File: src/rtl/ex_stage_fwd.sv
// Execute stage with EX/MEM and MEM/WB operand forwarding, ALU, branch target and ready/valid output.
// Define EX_MUL_EN to add the iterative shift-add multiplier (funct 0x18); otherwise 0x18 decodes as ADD.
module ex_stage_fwd #(
    parameter int unsigned DATA_W = 32,
    parameter int unsigned REG_AW = 5
) (
    input  logic              clk,
    input  logic              rst,
    input  logic              in_valid,
    output logic              in_ready,
    input  logic              flush,
    input  logic [1:0]        wb_in,
    input  logic [2:0]        mem_in,
    input  logic [3:0]        ex_in,
    input  logic [DATA_W-1:0] npc,
    input  logic [DATA_W-1:0] rd1,
    input  logic [DATA_W-1:0] rd2,
    input  logic [DATA_W-1:0] imm,
    input  logic [REG_AW-1:0] rs,
    input  logic [REG_AW-1:0] rt,
    input  logic [REG_AW-1:0] rd,
    input  logic              exm_we,
    input  logic [REG_AW-1:0] exm_rd,
    input  logic [DATA_W-1:0] exm_data,
    input  logic              mwb_we,
    input  logic [REG_AW-1:0] mwb_rd,
    input  logic [DATA_W-1:0] mwb_data,
    input  logic              out_ready,
    output logic              out_valid,
    output logic [1:0]        wb_out,
    output logic              branch,
    output logic              memread,
    output logic              memwrite,
    output logic [DATA_W-1:0] br_target,
    output logic [DATA_W-1:0] alu_out,
    output logic [DATA_W-1:0] rd2_out,
    output logic              zero,
    output logic [REG_AW-1:0] dst_out
);

    logic [DATA_W-1:0] op_a;
    logic [DATA_W-1:0] fwd_b;
    logic [DATA_W-1:0] op_b;
    logic [DATA_W-1:0] alu_res;
    logic [DATA_W-1:0] mul_res;
    logic              is_mul;
    logic              idle;
    logic              capture;
    logic              mul_done;

    // Forwarding: the younger EX/MEM result wins over MEM/WB; register 0 is never forwarded.
    always_comb begin : fwd_mux
        op_a = rd1;
        if (exm_we && (exm_rd == rs) && (rs != '0))
            op_a = exm_data;
        else if (mwb_we && (mwb_rd == rs) && (rs != '0))
            op_a = mwb_data;
        fwd_b = rd2;
        if (exm_we && (exm_rd == rt) && (rt != '0))
            fwd_b = exm_data;
        else if (mwb_we && (mwb_rd == rt) && (rt != '0))
            fwd_b = mwb_data;
        op_b = ex_in[0] ? imm : fwd_b;
    end

    always_comb begin : alu
        alu_res = op_a + op_b;
        is_mul  = 1'b0;
        case (ex_in[3:2])
            2'b01: alu_res = op_a - op_b;
            2'b11: alu_res = op_a | op_b;
            2'b10: begin
                case (imm[5:0])
                    6'h22:   alu_res = op_a - op_b;
                    6'h24:   alu_res = op_a & op_b;
                    6'h25:   alu_res = op_a | op_b;
                    6'h2A:   alu_res = DATA_W'($signed(op_a) < $signed(op_b));
`ifdef EX_MUL_EN
                    6'h18:   is_mul  = 1'b1;
`endif
                    default: alu_res = op_a + op_b;
                endcase
            end
            default: alu_res = op_a + op_b;
        endcase
    end

    assign in_ready = idle && !(out_valid && !out_ready);
    assign capture  = in_valid && in_ready && !flush;

`ifdef EX_MUL_EN
    localparam int unsigned CNT_W = $clog2(DATA_W);

    typedef enum logic {IDLE, MUL} state_t;

    state_t            state;
    state_t            state_nx;
    logic [DATA_W-1:0] mcand;
    logic [DATA_W-1:0] mplier;
    logic [DATA_W-1:0] prod;
    logic [CNT_W-1:0]  cnt;

    always_ff @(posedge clk or negedge rst) begin : state_reg
        if (!rst) state <= IDLE;
        else      state <= state_nx;
    end

    always_comb begin : state_next
        state_nx = state;
        mul_done = 1'b0;
        case (state)
            IDLE: if (capture && is_mul) state_nx = MUL;
            MUL: begin
                if (cnt == CNT_W'(DATA_W - 1)) begin
                    state_nx = IDLE;
                    mul_done = !flush;
                end
            end
            default: state_nx = IDLE;
        endcase
        if (flush) state_nx = IDLE;
    end

    assign idle    = (state == IDLE);
    assign mul_res = mplier[0] ? prod + mcand : prod;

    // One shift-add step per cycle; only the low DATA_W product bits are kept.
    always_ff @(posedge clk or negedge rst) begin : mul_dp
        if (!rst) begin
            mcand  <= '0;
            mplier <= '0;
            prod   <= '0;
            cnt    <= '0;
        end else if (capture && is_mul) begin
            mcand  <= op_a;
            mplier <= op_b;
            prod   <= '0;
            cnt    <= '0;
        end else if (state == MUL) begin
            prod   <= mul_res;
            mcand  <= mcand << 1;
            mplier <= mplier >> 1;
            cnt    <= cnt + CNT_W'(1);
        end
    end
`else
    assign idle     = 1'b1;
    assign mul_done = 1'b0;
    assign mul_res  = '0;
`endif

    // Controls and side results load at capture; a multiply publishes its result on completion.
    always_ff @(posedge clk or negedge rst) begin : out_regs
        if (!rst) begin
            out_valid <= 1'b0;
            wb_out    <= '0;
            branch    <= 1'b0;
            memread   <= 1'b0;
            memwrite  <= 1'b0;
            br_target <= '0;
            alu_out   <= '0;
            rd2_out   <= '0;
            zero      <= 1'b0;
            dst_out   <= '0;
        end else if (flush) begin
            out_valid <= 1'b0;
        end else if (capture) begin
            wb_out    <= wb_in;
            branch    <= mem_in[2];
            memread   <= mem_in[1];
            memwrite  <= mem_in[0];
            br_target <= npc + (imm << 2);
            rd2_out   <= fwd_b;
            dst_out   <= ex_in[1] ? rd : rt;
            if (is_mul) begin
                out_valid <= 1'b0;
            end else begin
                alu_out   <= alu_res;
                zero      <= (alu_res == '0);
                out_valid <= 1'b1;
            end
        end else if (mul_done) begin
            alu_out   <= mul_res;
            zero      <= (mul_res == '0);
            out_valid <= 1'b1;
        end else if (out_ready) begin
            out_valid <= 1'b0;
        end
    end

endmodule

File: config.mk
export PLATFORM = sky130hd
export DESIGN_NAME = ex_stage_fwd
export DESIGN_NICKNAME = d
export VERILOG_FILES = /design/src/rtl/ex_stage_fwd.sv
export SDC_FILE = /design/constraint.sdc
export NUM_CORES = 1
export LEC_CHECK = 0
export ABC_AREA = 1
export CAP_MARGIN = 20
export CORE_MARGIN = 2
export CORE_UTILIZATION = 35
export DETAILED_ROUTE_END_ITERATION = 12
export SYNTH_ARGS = -nofsm -noshare
export SYNTH_HDL_FRONTEND = slang
export SYNTH_SLANG_ARGS = --single-unit
File: constraint.sdc
create_clock -name clk -period 2.27 [get_ports clk]
set_input_delay 0.227 -clock clk [delete_from_list [all_inputs] [get_ports clk]]
set_output_delay 0.227 -clock clk [all_outputs]
set_load 0.005 [all_outputs]
; ---- Yosys cells after proc, flatten, opt, wreduce, memory -nomap -nowiden
; Cells that the tools add are included.
[totals]
regBits = 108
word_cells = 58
[classes]
add_sub_neg = 3
n_lt_le_gt_ge = 1
eq_ne = 11
muxes = 11
bitwise = 3
reduce_logical = 19
[ops]
columns = operator, n
row1 = $mux W32, 5
row2 = $pmux W32 S4, 1
row3 = $pmux W32 S3, 1
row4 = $add A32 B32 Y32, 2
row5 = $and A32 B32 Y32, 1
row6 = $logic_not A32 Y1, 1
row7 = $lt A32 B32 Y1, 1
row8 = $or A32 B32 Y32, 1
row9 = $sub A32 B32 Y32, 1
row10 = $eq A6 B6 Y1 const B, 4
row11 = $eq A5 B5 Y1, 4
row12 = $logic_and A1 B1 Y1, 11
row13 = $reduce_bool A5 Y1, 2
row14 = $mux W5, 1
row15 = $eq A2 B2 Y1 const B, 2
row16 = $logic_not A1 Y1, 3
row17 = $mux W1, 3
row18 = $reduce_bool A3 Y1, 1
row19 = $eq A2 B1 Y1 const B, 1
row20 = $reduce_and A2 Y1, 1
row21 = $not A1 Y1, 1

; ---- Longest topological paths before layout
; Gate-level depths: netlist of run 1.
[depth]
ltp_word = 10
ltp_mapped = 36
mapped_depth_nobuf = 35

; ---- Worst setup path after synthesis of run 1
; OpenSTA, ideal clock, no wires.
[synth_timing]
kind = in2reg
startpoint = in rt[3]
endpoint = reg zero
setup_time_ns = 0.066
arrival_ns = 3.565
required_time_ns = 2.204
slack_ns = -1.361
stages = 26
path_cell_list = inv_1 -> o22ai_1 -> a2111oi_2 -> nand3_1 -> clkbuf_1 -> nand2_1 -> nand3_1 -> o21ai_0 -> nand2_1 -> o21ai_1 -> inv_1 -> ha_1 -> fa_1 -> nand3_1 -> nand2_1 -> nand3_1 -> nand3_1 -> xor2_1 -> or2_2 -> nand2_1 -> nand2_1 -> nor2_1 -> nand3_1 -> nor2_1 -> nand3_1 -> nand2_1
[synth_via]
elab_chain_len = 10
word_cells_on_any_way = 18
[synth_lines]
columns = item, line
row1 = "start, declared", 20  ; input logic [REG_AW-1:0] rt,
row2 = $eq A5 B5 Y1, 61  ; else if (mwb_we && (mwb_rd == rt) && (rt != '0))
row3 = $logic_and A1 B1 Y1 (2 in series), 61
row4 = $mux W32, 61
row5 = $mux W32 (*), 59  ; if (exm_we && (exm_rd == rt) && (rt != '0))
row6 = $mux W32 (*), 63  ; op_b = ex_in[0] ? imm : fwd_b;
row7 = $add A32 B32 Y32 (tied with other cells), "81, 84"
row8 = $pmux W32 S4, 73  ; case (imm[5:0])
row9 = $pmux W32 S3 (*), 69  ; case (ex_in[3:2])
row10 = $logic_not A32 Y1 (*), 179  ; zero <= (alu_res == '0);
row11 = "end signal, assigned", 179
row12 = "end signal, assigned", 184  ; zero <= (mul_res == '0);
row13 = "end, declared", 37  ; output logic zero,
; Every way passes the cells marked *; elsewhere a longest branch is shown, timed or not.
; A chain may end at the register's enable or synchronous reset.

; ---- Worst setup path after layout of run 1
[layout_timing]
startpoint = in rt[4]
endpoint = reg zero
; The elaborated chain is that of the path after synthesis.

==> results.md, run 1 <==
Outcome:
- The flow ran to the end, but the final reports show violations.
- The checks that failed: setup timing.

Synthesis:
- The fraction of synthesized cell area taken by the top area cell type is 0.2249.
- Sorting the synthesized cells by how often they occur yields sky130_fd_sc_hd__nand2_1 (872), sky130_fd_sc_hd__inv_1 (291), sky130_fd_sc_hd__o21ai_0 (277).
- The register area share after synthesis is 0.1857.
- The number of flip-flops and latches in the synthesized netlist is 108.
- The most common cell in the synthesized netlist is sky130_fd_sc_hd__nand2_1.
- The post-synthesis instance total is 2,535.
- By area the synthesized netlist is led by sky130_fd_sc_hd__nand2_1 (22%), sky130_fd_sc_hd__dfrtp_1 (19%), sky130_fd_sc_hd__ha_1 (11%), sky130_fd_sc_hd__o21ai_0 (9.5%), sky130_fd_sc_hd__nand3_1 (8.8%).
- The largest area contributor in the netlist is sky130_fd_sc_hd__nand2_1.
- Of all flip-flops after synthesis, the portion carrying an async set or reset was 1.000.
- The synthesized netlist net count is 2,896.
- In this run, synthesis inferred 0 flip-flops with an integrated enable.
- The dominant synthesized flop cell is sky130_fd_sc_hd__dfrtp_1.
- The mean instance size in the synthesized netlist is 5.742 sq um.
- The post-synthesis cell type count is 51.
- After synthesis the cells add up to 14,560 sq um.
- The Yosys step of the flow raised 0 warnings.

Floorplan:
- The area of the die is 43,230 sq um.
- The effective utilization at floorplan is 0.3557.
- The area of the core region is 40,920 sq um.
- The overall die width is 207.9 um.
- For this design the top-level I/O count stands at 342.
- The row count is 74.
- The die is 207.9 um tall.

Detailed routing:
- The number of DRC violations after detailed routing is 0.
- Dividing the detail-routed via count by the number of cells gives 5.417.
- The number of antenna-violating nets in the routed design is 0.
- After detailed routing, the average wire length per cell comes to 21.58 um.
- The first-iteration detailed-routing DRC count is 1,737.
- The number of detailed-routing iterations run before antenna repair is 6.
- The total wire length after detailed routing is 89.14 mm.
- The total vias in the final route is 22,374.

GRT:
- The global route total overflow is 0.
- The number of antenna violations at the first check in global routing is 5.
- In the global route stage, overall resource usage came out at 0.3859.
- The first-pass GRT wire length is 127.4 mm.
- The via count of the first global-routing pass is 21,734.
- The maximum number of pins on one net before global-route repair is 70.

Timing:
- The count of final hold-check violations is 0.
- The final-report setup violation count is 39.
- The smallest setup slack after layout is -1.678 ns.
- The worst hold-check slack is 0.2246 ns.
- Subtracting the final worst setup slack from the clock period gives 3.948 ns.
- The transition time at the pin with the least slew margin is 0.5411 ns.
- The relative slew slack is 0.6354.
- Setup repair after global routing could not meet its margin everywhere.
- The post-route fraction of the period consumed by the critical path is 1.739.
- The number of max-slew violations in the final report is 0.
- The clock skew is 0.008410 ns.
- The highest clock rate is 253.3 MHz.

Setup path:
- The launching element type of the critical path is an input port.
- Data on the critical path is required at its endpoint by 2.60 ns.
- The largest single stage delay on the critical path is 0.33 ns.
- The slowest library cell on the worst path is sky130_fd_sc_hd__a2111oi_4.
- The sort of element at the end of the critical path is a flop.
- Of all nets on the critical path, the largest fanout is 6.
- The critical path class is input port to flop.
- The arrival time reported for the critical path endpoint is 4.28 ns.

Place:
- Summing all placed instances gives a cell area of 23,410 sq um.
- The HPWL after detailed placement is 67.82 mm.
- The weighted congestion reported at the end of routability-driven placement is 1.069.
- At the placement stage, the worst setup path has a slack of -3.170 ns.
- The count of port buffers added during placement is 341.

Layout:
- The area growth from synthesis to layout is 101.7%.
- The layout has 3,335 filler cells.
- The number of nets in the layout is 3,951.
- Summing all flip-flop and latch instances after layout gives 2703 sq um.
- The share of layout cells above drive strength 1 is 0.4615.
- Summing all multi-input logic gate instances after layout gives 14,090 sq um.
- The summed area of non-filler cells in the final layout is 29,360 sq um.

Clock tree:
- The clock insertion delay at the later pin of the skew report is 0.39 ns.
- The sink count of the clock tree is 108.
- The total clock buffers created by CTS is 9.
- Clock-pin slew was measured on the worst setup and hold paths at 0.08 ns.
- The number of levels in the clock H-tree is 3.
- The clock root buffer master is sky130_fd_sc_hd__clkbuf_16.
- The TritonCTS clock tree is yes.
- The number of buffers on the longest clock path is 2.

Power and ir drop:
- Summed over all cells, the static leakage comes to 14.35 nW.
- The worst voltage drop across the vdd grid is 0.3629 mV.
- Power spread over the standard cell area amounts to 486.3 nW/um^2.
- Power comes to 14.28 mW.

Hold path:
- The tightest min-delay check is of the input port to flop type.

Job:
- The number of maximum-capacitance violations is 0.
## logic make-up (layout without fill, tap and decap cells)
group,count (synthesis),after routing,share of synthesized area
AO/OA/AOI/OAI,462,462,0.1693
XOR/XNOR,40,40,0.02407
adder cells (fa/ha/maj),128,128,0.1116
buffers and inverters,401,1461,0.1104
flip-flops,108,108,0.1857
multiplexers,1,1,0.0007736
other,0,3,0
AND/OR/NAND/NOR,1395,1395,0.3983
## layout by cell type, fill, tap and decap left out, types with 26 or more instances in the layout
master	instances
sky130_fd_sc_hd__nor2_4	53
sky130_fd_sc_hd__inv_2	95
sky130_fd_sc_hd__nor2_2	40
sky130_fd_sc_hd__nand2_4	62
sky130_fd_sc_hd__nand4_1	28
sky130_fd_sc_hd__buf_6	120
sky130_fd_sc_hd__o21ai_0	125
sky130_fd_sc_hd__nand2_2	158
sky130_fd_sc_hd__dfrtp_1	108
sky130_fd_sc_hd__nand2_1	653
sky130_fd_sc_hd__nand3_4	26
sky130_fd_sc_hd__nand3_1	161
sky130_fd_sc_hd__nand3_2	74
sky130_fd_sc_hd__a21oi_2	35
sky130_fd_sc_hd__o21ai_1	44
sky130_fd_sc_hd__ha_4	39
sky130_fd_sc_hd__buf_12	31
sky130_fd_sc_hd__clkdlybuf4s50_1	311
sky130_fd_sc_hd__inv_1	178
sky130_fd_sc_hd__buf_4	653
sky130_fd_sc_hd__ha_1	81
sky130_fd_sc_hd__o21ai_4	26
sky130_fd_sc_hd__a21oi_1	64
sky130_fd_sc_hd__nor2_1	91
sky130_fd_sc_hd__o21ai_2	98
## metrics by stage
step | utilization | cells | setup TNS [ns]
after floorplan | - | 2535 | -27.68
after global placement | 0.5720 | 3966 | -99.34
after detailed placement | 0.5720 | 3966 | -100.51
after CTS | 0.6621 | 4080 | -35.88
after global routing | 0.7173 | 4130 | -45.39
final | 0.7173 | 4130 | -39.84
## cell type report
class	instances	share of cell area
Multi-Input combinational cell	2026	0.4801
Clock buffer	10	0.007800
Timing Repair Buffer	1148	0.3544
Inverter	297	0.04058
Clock inverter	6	0.002088
Tap cell	532	0.02267
Sequential cell	108	0.09206
Antenna cell	3	0.0002557
## critical path: cells and delay by family
family / cells / cell delay, ns
simple gates: 21 / 2.28
fa+ha+maj: 1 / 0.28
compound gates: 4 / 0.66
buf+inv: 7 / 0.81
## worst paths after layout
kind | from | to | slack, ns | depth (start not counted)
max in group asynchronous | rst | alu_out[22] | 1.19 | 3
max | rt[4] | zero | -1.68 | 33
max reg2reg | out_valid | alu_out[12] | 0.25 | 8
min in group asynchronous | rst | br_target[3] | 0.32 | 2
min reg2reg | br_target[0] | br_target[0] | 0.48 | 2
min | rt[2] | dst_out[2] | 0.22 | 4
## report_power, final
| part | switching (mW) | internal, mW | leakage, nW |
|---|---|---|---|
| logic | 5.19 | 4.88 | 12.9 |
| registers | 0.240 | 2.30 | 1.33 |
| clock network | 0.895 | 0.770 | 0.138 |
## flip-flops by register name, indices dropped and copies added, names as in the netlist
register   flops
memread        1
branch         1
memwrite       1
dst_out        5
alu_out       32
zero           1
out_valid      1
br_target     32
wb_out         2
rd2_out       32
## timing repair
action                     CTS  global route
setup endpoints to repair   49            46
hold endpoints to repair    25             0
setup buffers               95            61
hold buffers                 1             0
gates resized for setup    875           506
pin swaps                  184           224
cloned                       7             0
## routing by layer
layer	GRT usage	part of all wire
met5	0	0.00015
met4	0.1565	0.048
met3	0.08181	0.091
met2	0.6285	0.46
met1	0.4964	0.41
(Power assumes the default switching activity.)
==> inputs of run 2 (changes only) <==
--- a/config.mk
+++ b/config.mk
@@ -7,9 +7,13 @@
 export LEC_CHECK = 0
 export ABC_AREA = 1
 export CAP_MARGIN = 20
+export CELL_PAD_IN_SITES_DETAIL_PLACEMENT = 1
+export CELL_PAD_IN_SITES_GLOBAL_PLACEMENT = 2
+export CORE_ASPECT_RATIO = 1.75
 export CORE_MARGIN = 2
-export CORE_UTILIZATION = 35
+export CORE_UTILIZATION = 26
 export DETAILED_ROUTE_END_ITERATION = 12
+export PLACE_DENSITY_LB_ADDON = 0.1
 export SYNTH_ARGS = -nofsm -noshare
 export SYNTH_HDL_FRONTEND = slang
 export SYNTH_SLANG_ARGS = --single-unit
==> run 2 against run 1 <==
Against the previous run: count of clock-buffer cells in the layout down 1; die area increased by 34%; power barely moved; flip-flop and latch count stayed put; wire length increased by 12%; the flow still finishes with violations (setup timing); setup slack lost 0.34 ns.
==> results.md, run 2 (synthesis gave the netlist of run 1 again) <==
Clock tree:
- The clock insertion delay at the later pin of the skew report was 0.40 ns (was 0.39 ns).
- The clock root buffer master is sky130_fd_sc_hd__clkbuf_16 (unchanged).
- The number of buffers on the longest clock path was 2 (unchanged).
- The TritonCTS clock tree is yes (unchanged).
- The register clock-pin slew on the reported worst setup and hold paths came to 0.09 ns (was 0.08 ns).
- The number of levels in the clock H-tree was 3 (unchanged).
- The sink count of the clock tree is 108 (unchanged).
- The total clock buffers created by CTS is 9 (unchanged).

Setup path:
- The sort of element at the end of the critical path is a flop (unchanged).
- The biggest fanout along the worst timing path came to 7 (was 6).
- The required arrival time at the worst endpoint is 2.60 ns (about the same).
- The arrival time reported for the critical path endpoint is 4.62 ns (was 4.28 ns).
- The cell repeated most along the worst path is sky130_fd_sc_hd__nand2_2.
- The critical path class was input port to flop (unchanged).
- The critical path's largest stage delay is 0.40 ns (was 0.33 ns).
- The launching element type of the critical path is an input port (unchanged).
- The slowest library cell on the worst path was sky130_fd_sc_hd__fa_2 (was sky130_fd_sc_hd__a2111oi_4).

Place:
- The HPWL after detailed placement is 78.23 mm (was 67.82 mm).
- The cell area after placement was 24,140 sq um (was 23,410 sq um).
- The weighted congestion reported at the end of routability-driven placement is 0.9747 (was 1.069).
- The count of port buffers added during placement is 341 (unchanged).
- The setup slack after placement is -3.447 ns (was -3.170 ns).

Floorplan:
- The area of the core region is 55,340 sq um (was 40,920 sq um).
- The overall die width is 182.9 um (was 207.9 um).
- The row count came to 114 (was 74).
- The top-level I/O count is 342 (unchanged).
- The area of the die was 57,970 sq um (was 43,230 sq um).
- The vertical die dimension is 317 um (was 207.9 um).
- The effective utilization at floorplan came to 0.2630 (was 0.3557).

GRT:
- The maximum number of pins on one net before global-route repair came to 96 (was 70).
- The number of antenna violations at the first check in global routing is 4 (was 5).
- The global route total overflow is 0 (unchanged).
- The first-pass GRT wire length was 145.2 mm (was 127.4 mm).
- The via count of the first global-routing pass is 24,376 (was 21,734).
- The overall routing resource usage was 0.3350 (was 0.3859).

Power and ir drop:
- The leakage component of the power came to 14.43 nW (was 14.35 nW).
- The worst voltage drop across the vdd grid is 0.3434 mV (was 0.3629 mV).
- The power per cell area came to 490.5 nW/um^2 (was 486.3 nW/um^2).

Timing:
- The transition time at the pin with the least slew margin was 0.6308 ns (was 0.5411 ns).
- The post-route minimum period is 4.291 ns (was 3.948 ns).
- The relative slew slack is 0.5750 (was 0.6354).
- The highest clock rate came to 233.1 MHz (was 253.3 MHz).
- The number of max-slew violations in the final report is 0 (unchanged).
- The post-route fraction of the period consumed by the critical path is 1.890 (was 1.739).
- The setup TNS is -49.03 ns (was -39.84 ns).
- The smallest setup slack after layout came to -2.021 ns (was -1.678 ns).
- The count of final hold-check violations is 0 (unchanged).
- The worst hold-check slack came to 0.2540 ns (was 0.2246 ns).
- The clock skew was 0.01113 ns (was 0.008410 ns).
- Unrepaired setup endpoints after global routing: true (unchanged).
- The final-report setup violation count is 35 (was 39).

Layout:
- The summed area of non-filler cells in the final layout is 29,100 sq um (was 29,360 sq um).
- The total of fill cells in the finished design is 6,963 (was 3,335).
- The end-of-flow core utilization was 0.5259 (was 0.7173).
- The share of layout cells above drive strength 1 is 0.4279 (was 0.4615).
- Largest registers: alu_out (32), br_target (32), rd2_out (32) (unchanged).
- Commonest non-fill, non-tap cells in the layout: sky130_fd_sc_hd__buf_4 (742), sky130_fd_sc_hd__nand2_1 (680), sky130_fd_sc_hd__clkdlybuf4s50_1 (297) (was sky130_fd_sc_hd__nand2_1 (653), sky130_fd_sc_hd__buf_4 (653), sky130_fd_sc_hd__clkdlybuf4s50_1 (311)).
- The most common cell after layout, fill and taps aside is sky130_fd_sc_hd__buf_4.
- The area growth from synthesis to layout is 99.96% (was 101.7%).
- The number of nets in the layout is 3,999 (was 3,951).

Detailed routing:
- The total vias in the final route came to 22,123 (was 22,374).
- The total wire length after detailed routing was 99.90 mm (was 89.14 mm).
- The first-iteration detailed-routing DRC count is 1,023 (was 1,737).
- The average via count per standard cell was 5.093 (was 5.417).
- The routed length on met3 is 3.571 mm (was 8.075 mm).
- The routed wire length per instance came to 23.00 um (was 21.58 um).
- The wire length on met2 is 51.54 mm (was 40.62 mm).
- The number of DRC violations after detailed routing came to 0 (unchanged).
- The top metal layer carrying routed signals is met4 (was met5).
- The number of antenna-violating nets in the routed design is 0 (unchanged).
- The number of detailed-routing iterations run before antenna repair is 5 (was 6).
- The met1 layer wirelength in the final routing is 38.81 mm (was 36.11 mm).

Job:
- The number of maximum-capacitance violations is 0 (unchanged).

Hold path:
- The class of the tightest hold or removal check is input port to flop (unchanged).

Outcome:
- Status: finished with violations (unchanged).
- Failing checks: setup timing (unchanged).
-- run 2: cell types whose count changed in the layout (fill, tap and decap cells not counted), moves of 14 or more --
cell	previous run	this run
sky130_fd_sc_hd__o21ai_2	98	67
sky130_fd_sc_hd__dlymetal6s2s_1	1	16
sky130_fd_sc_hd__inv_1	178	225
sky130_fd_sc_hd__buf_6	120	81
sky130_fd_sc_hd__o21ai_0	125	144
sky130_fd_sc_hd__nor2_1	91	110
sky130_fd_sc_hd__nand3_1	161	188
sky130_fd_sc_hd__nand3_2	74	53
sky130_fd_sc_hd__nand2_1	653	680
sky130_fd_sc_hd__nor2_4	53	28
sky130_fd_sc_hd__clkdlybuf4s50_1	311	297
sky130_fd_sc_hd__buf_4	653	742
sky130_fd_sc_hd__inv_2	95	60
sky130_fd_sc_hd__nand2_4	62	43
-- run 2: area by class of cell --
type	count	area (sq um)	share of cell area
clock buffers	9	225.2	0.007738
diodes	5	12.51	0.0004299
well taps	696	870.8	0.02992
clock inverters	7	62.56	0.002150
repair buffers	1196	10610	0.3645
flip-flops and latches	108	2703	0.09286
inverters	297	1157	0.03977
multi-input cells	2026	13460	0.4626
-- run 2: worst paths after layout --
path | from | endpoint | slack [ns] | cells after the start
min in group asynchronous | rst | dst_out[1] | 0.30 | 2
hold reg to reg | br_target[1] | br_target[1] | 0.49 | 2
setup reg to reg | out_valid | zero | 0.30 | 13
setup / recovery | exm_we | zero | -2.02 | 34
max in group asynchronous | rst | alu_out[4] | 1.33 | 3
hold / removal | npc[2] | br_target[2] | 0.25 | 4
-- run 2: stage by stage --
stage	instances	power, mW
final	4344	14.27
after global routing	4343	15.06
after CTS	4312	13.59
after detailed placement	4190	10.41
after global placement	4190	10.27
after floorplan	2535	5.548
-- run 2: timing repair --
action / in CTS / in global routing
gates resized for setup: 805 / 287
endpoints found under the hold margin: 23 / 0
setup buffers: 105 / 37
pin swaps: 150 / 127
endpoints found under the setup margin: 53 / 50
hold buffers: 1 / 0
gates cloned: 5 / 0
-- run 2: per-layer routing --
| layer | vias up | track usage |
|---|---|---|
| met5 | - | 0 |
| met4 | 0 | 0.1798 |
| met3 | 234 | 0.03630 |
| met2 | 608 | 0.6198 |
| met1 | 10870 | 0.3751 |
| li1 | 10411 | - |
-- run 2: worst max-delay path, delay by kind of cell --
kind            cells  cell delay [ns]
simple gates       21             2.29
buf+inv             8             1.13
fa+ha+maj           2             0.56
compound gates      3             0.39
-- run 2: power by group --
group	leakage, nW	switching [mW]	internal, mW
Combinational	13.0	5.14	4.82
Clock	0.140	0.959	0.777
Sequential	1.33	0.285	2.30
Total	14.4	6.38	7.89
==> inputs of run 3 (changes only) <==
--- a/config.mk
+++ b/config.mk
@@ -12,6 +12,7 @@
 export CORE_ASPECT_RATIO = 1.75
 export CORE_MARGIN = 2
 export CORE_UTILIZATION = 26
+export CTS_CLUSTER_SIZE = 30
 export DETAILED_ROUTE_END_ITERATION = 12
 export PLACE_DENSITY_LB_ADDON = 0.1
 export SYNTH_ARGS = -nofsm -noshare
==> constraint.sdc (replaced) <==
create_clock -name clk -period 4.1 [get_ports clk]
set_input_delay 0.41 -clock clk [delete_from_list [all_inputs] [get_ports clk]]
set_output_delay 0.41 -clock clk [all_outputs]
set_load 0.005 [all_outputs]
==> run 3 against run 2 <==
Against the previous run: the flow still finishes with violations (setup timing); via count down 5.7%; critical path depth decreased by 3; wire length fell by 4.7%; hold slack lost 0.20 ns; register-to-register slack better by 1.6 ns; sequential power shrank 45%; clock skew is 0.0010 ns higher; count of clock-buffer cells in the layout grew 1; final cell count shrank 5.2%.
==> results.md, run 3 (synthesis gave the netlist of run 1 again) <==
Outcome:
- Status: finished with violations (unchanged).
- Failing checks: setup timing (unchanged).

Layout:
- The number of nets in the layout was 3,766 (was 3,999).
- The final standard cell count with taps included and fillers excluded came to 4,118 (was 4,344).
- Commonest non-fill, non-tap cells in the layout: sky130_fd_sc_hd__nand2_1 (731), sky130_fd_sc_hd__buf_4 (565), sky130_fd_sc_hd__clkdlybuf4s50_1 (318) (was sky130_fd_sc_hd__buf_4 (742), sky130_fd_sc_hd__nand2_1 (680), sky130_fd_sc_hd__clkdlybuf4s50_1 (297)).
- Largest registers: alu_out (32), br_target (32), rd2_out (32) (unchanged).
- The end-of-flow core utilization is 0.4751 (was 0.5259).
- The share of layout cells above drive strength 1 came to 0.3604 (was 0.4279).
- The area growth from synthesis to layout is 80.65% (was 99.96%).
- The most common cell after layout, fill and taps aside was sky130_fd_sc_hd__nand2_1 (was sky130_fd_sc_hd__buf_4).

Floorplan:
- The area of the die came to 57,970 sq um (unchanged).
- The overall die width came to 182.9 um (unchanged).
- The effective utilization at floorplan came to 0.2630 (unchanged).
- The row count was 114 (unchanged).
- The top-level I/O count is 342 (unchanged).
- The area of the core region was 55,340 sq um (unchanged).
- The vertical die dimension is 317 um (unchanged).

Timing:
- The number of max-slew violations in the final report is 0 (unchanged).
- The final-report setup violation count is 4 (was 35).
- Of the available clock period, the critical path in the final layout requires 1.046.
- The clock skew came to 0.01216 ns (was 0.01113 ns).
- The relative slew slack is 0.3722 (was 0.5750).
- The highest clock rate is 233.1 MHz.
- The worst hold-check slack is 0.05592 ns (was 0.2540 ns).
- The smallest setup slack after layout is -0.1905 ns (was -2.021 ns).
- The count of final hold-check violations is 0 (unchanged).
- The post-route minimum period is 4.291 ns.
- Unrepaired setup endpoints after global routing: true (unchanged).
- The transition time at the pin with the least slew margin is 0.9298 ns (was 0.6308 ns).

Job:
- The number of maximum-capacitance violations is 0 (unchanged).

Place:
- The weighted congestion reported at the end of routability-driven placement is 0.9660 (was 0.9747).
- The count of port buffers added during placement is 341 (unchanged).
- The number of cells in the design after placement is 4,001 (was 4,190).
- The setup slack after placement is -1.982 ns (was -3.447 ns).
- The HPWL after detailed placement came to 77.40 mm (was 78.23 mm).

Setup path:
- The cell repeated most along the worst path was sky130_fd_sc_hd__nand3_1 (was sky130_fd_sc_hd__nand2_2).
- The slowest library cell on the worst path is sky130_fd_sc_hd__nand4_1 (was sky130_fd_sc_hd__fa_2).
- The biggest fanout along the worst timing path came to 8 (was 7).
- The setup slack of the most critical reg-to-reg path is 1.86 ns (was 0.30 ns).
- The critical path's largest stage delay is 0.28 ns (was 0.40 ns).
- The sort of element at the end of the critical path was a flop (unchanged).
- The critical path class was input port to flop (unchanged).
- The arrival time reported for the critical path endpoint was 4.63 ns (was 4.62 ns).
- The launching element type of the critical path is an input port (unchanged).
- The required arrival time at the worst endpoint is 4.44 ns (was 2.60 ns).

Power and ir drop:
- The power per cell area came to 281.6 nW/um^2 (was 490.5 nW/um^2).
- The worst voltage drop across the vdd grid is 0.2647 mV (was 0.3434 mV).
- The leakage component of the power came to 12.91 nW (was 14.43 nW).
- The total chip power is 7.403 mW (was 14.27 mW).

GRT:
- The maximum number of pins on one net before global-route repair is 122 (was 96).
- The overall routing resource usage is 0.3195 (was 0.3350).
- The met3 layer usage reported by global route is 0.05050 (was 0.03630).
- The met2 usage is 0.6040 (was 0.6198).
- The via count of the first global-routing pass is 23,061 (was 24,376).
- The number of antenna violations at the first check in global routing came to 15 (was 4).
- The most utilized layer in the global route result is met2 (unchanged).
- The global route total overflow is 0 (unchanged).
- The first-pass GRT wire length is 137.6 mm (was 145.2 mm).
- The met1 global-route usage was 0.3334 (was 0.3751).

Clock tree:
- The total clock buffers created by CTS came to 9 (unchanged).
- The register clock-pin slew on the reported worst setup and hold paths is 0.09 ns (about the same).
- The number of levels in the clock H-tree was 3 (unchanged).
- The clock root buffer master is sky130_fd_sc_hd__clkbuf_16 (unchanged).
- The sink count of the clock tree is 108 (unchanged).
- The number of buffers on the longest clock path was 2 (unchanged).
- The TritonCTS clock tree is yes (unchanged).
- The clock insertion delay at the later pin of the skew report was 0.40 ns (about the same).

Detailed routing:
- The total vias in the final route is 20,858 (was 22,123).
- The number of DRC violations after detailed routing came to 0 (unchanged).
- The first-iteration detailed-routing DRC count came to 828 (was 1,023).
- The total wire length after detailed routing is 95.22 mm (was 99.90 mm).
- The number of antenna-violating nets in the routed design came to 0 (unchanged).
- The average via count per standard cell was 5.065 (was 5.093).
- The routed wire length per instance is 23.12 um (was 23.00 um).
- The number of detailed-routing iterations run before antenna repair is 5 (unchanged).

Hold path:
- The class of the tightest hold or removal check is input port to async pin (was input port to flop).
==> run 3: cell types whose count changed in the layout (fill, tap and decap cells not counted), sizes merged <==
cell	before	now
buf	870	621
clkdlybuf4s50	297	318
clkbuf	12	23
dlymetal6s2s	16	7
diode	5	12
dlygate4sd2	3	0
inv	303	300
clkdlybuf4s15	4	2
clkinv	0	2
bufinv	0	1
clkinvlp	1	0
dlygate4sd3	1	0
==> run 3: final timing paths <==
| path | from | end | cells after the start |
|---|---|---|---|
| max | exm_rd[3] | zero | 31 |
| min reg2reg | dst_out[1] | dst_out[1] | 2 |
| min | rst | dst_out[0] | 2 |
| max in group asynchronous | rst | br_target[4] | 2 |
| min in group clk | rt[2] | dst_out[2] | 4 |
| max reg2reg | out_valid | rd2_out[27] | 7 |
==> run 3: final cells by class <==
type,count,area [sq um]
fillers,7078,29050
inverters,297,1142
multi-input cells,2026,12700
repair buffers,963,8529
well taps,696,870.8
diodes,12,30.03
clock inverters,6,76.32
flip-flops and latches,108,2703
clock buffers,10,239.0
==> run 3: metrics by stage <==
step	instance area [sq um]	TNS [ns]
6_report	26290	-0.3158
3_3_place_gp	22520	-36.10
4_1_cts	24630	-3.927
3_5_place_dp	22520	-39.09
2_1_floorplan	14560	0
5_1_grt	26290	-2.189
==> run 3: what timing repair did <==
item | in CTS | in global routing
resized for setup | 483 | 406
setup endpoints to repair | 32 | 28
pin swaps | 68 | 146
buffers inserted | 36 | 48
cloned | 3 | 3
hold buffers | 0 | 0
==> run 3: where the power goes <==
| group | switching, mW | total [mW] | internal, mW | leakage (nW) |
|---|---|---|---|---|
| clock | 0.517 | 1.02 | 0.505 | 0.156 |
| sequential | 0.155 | 1.43 | 1.27 | 1.33 |
| combinational | 2.60 | 4.96 | 2.36 | 11.4 |
| total | 3.27 | 7.40 | 4.14 | 12.9 |
==> run 3: critical path, delay by kind of cell <==
kind / cells / cell delay (ns)
fa+ha+maj: 1 / 0.24
buf+inv: 10 / 1.51
compound gates: 3 / 0.37
xor+xnor: 1 / 0.14
simple gates: 16 / 1.94
==> run 3: routing by layer <==
metal,up-vias,part of all wire
li1,9957,-
met1,10148,0.37
met2,537,0.53
met3,212,0.041
met4,4,0.060
met5,-,0.00028
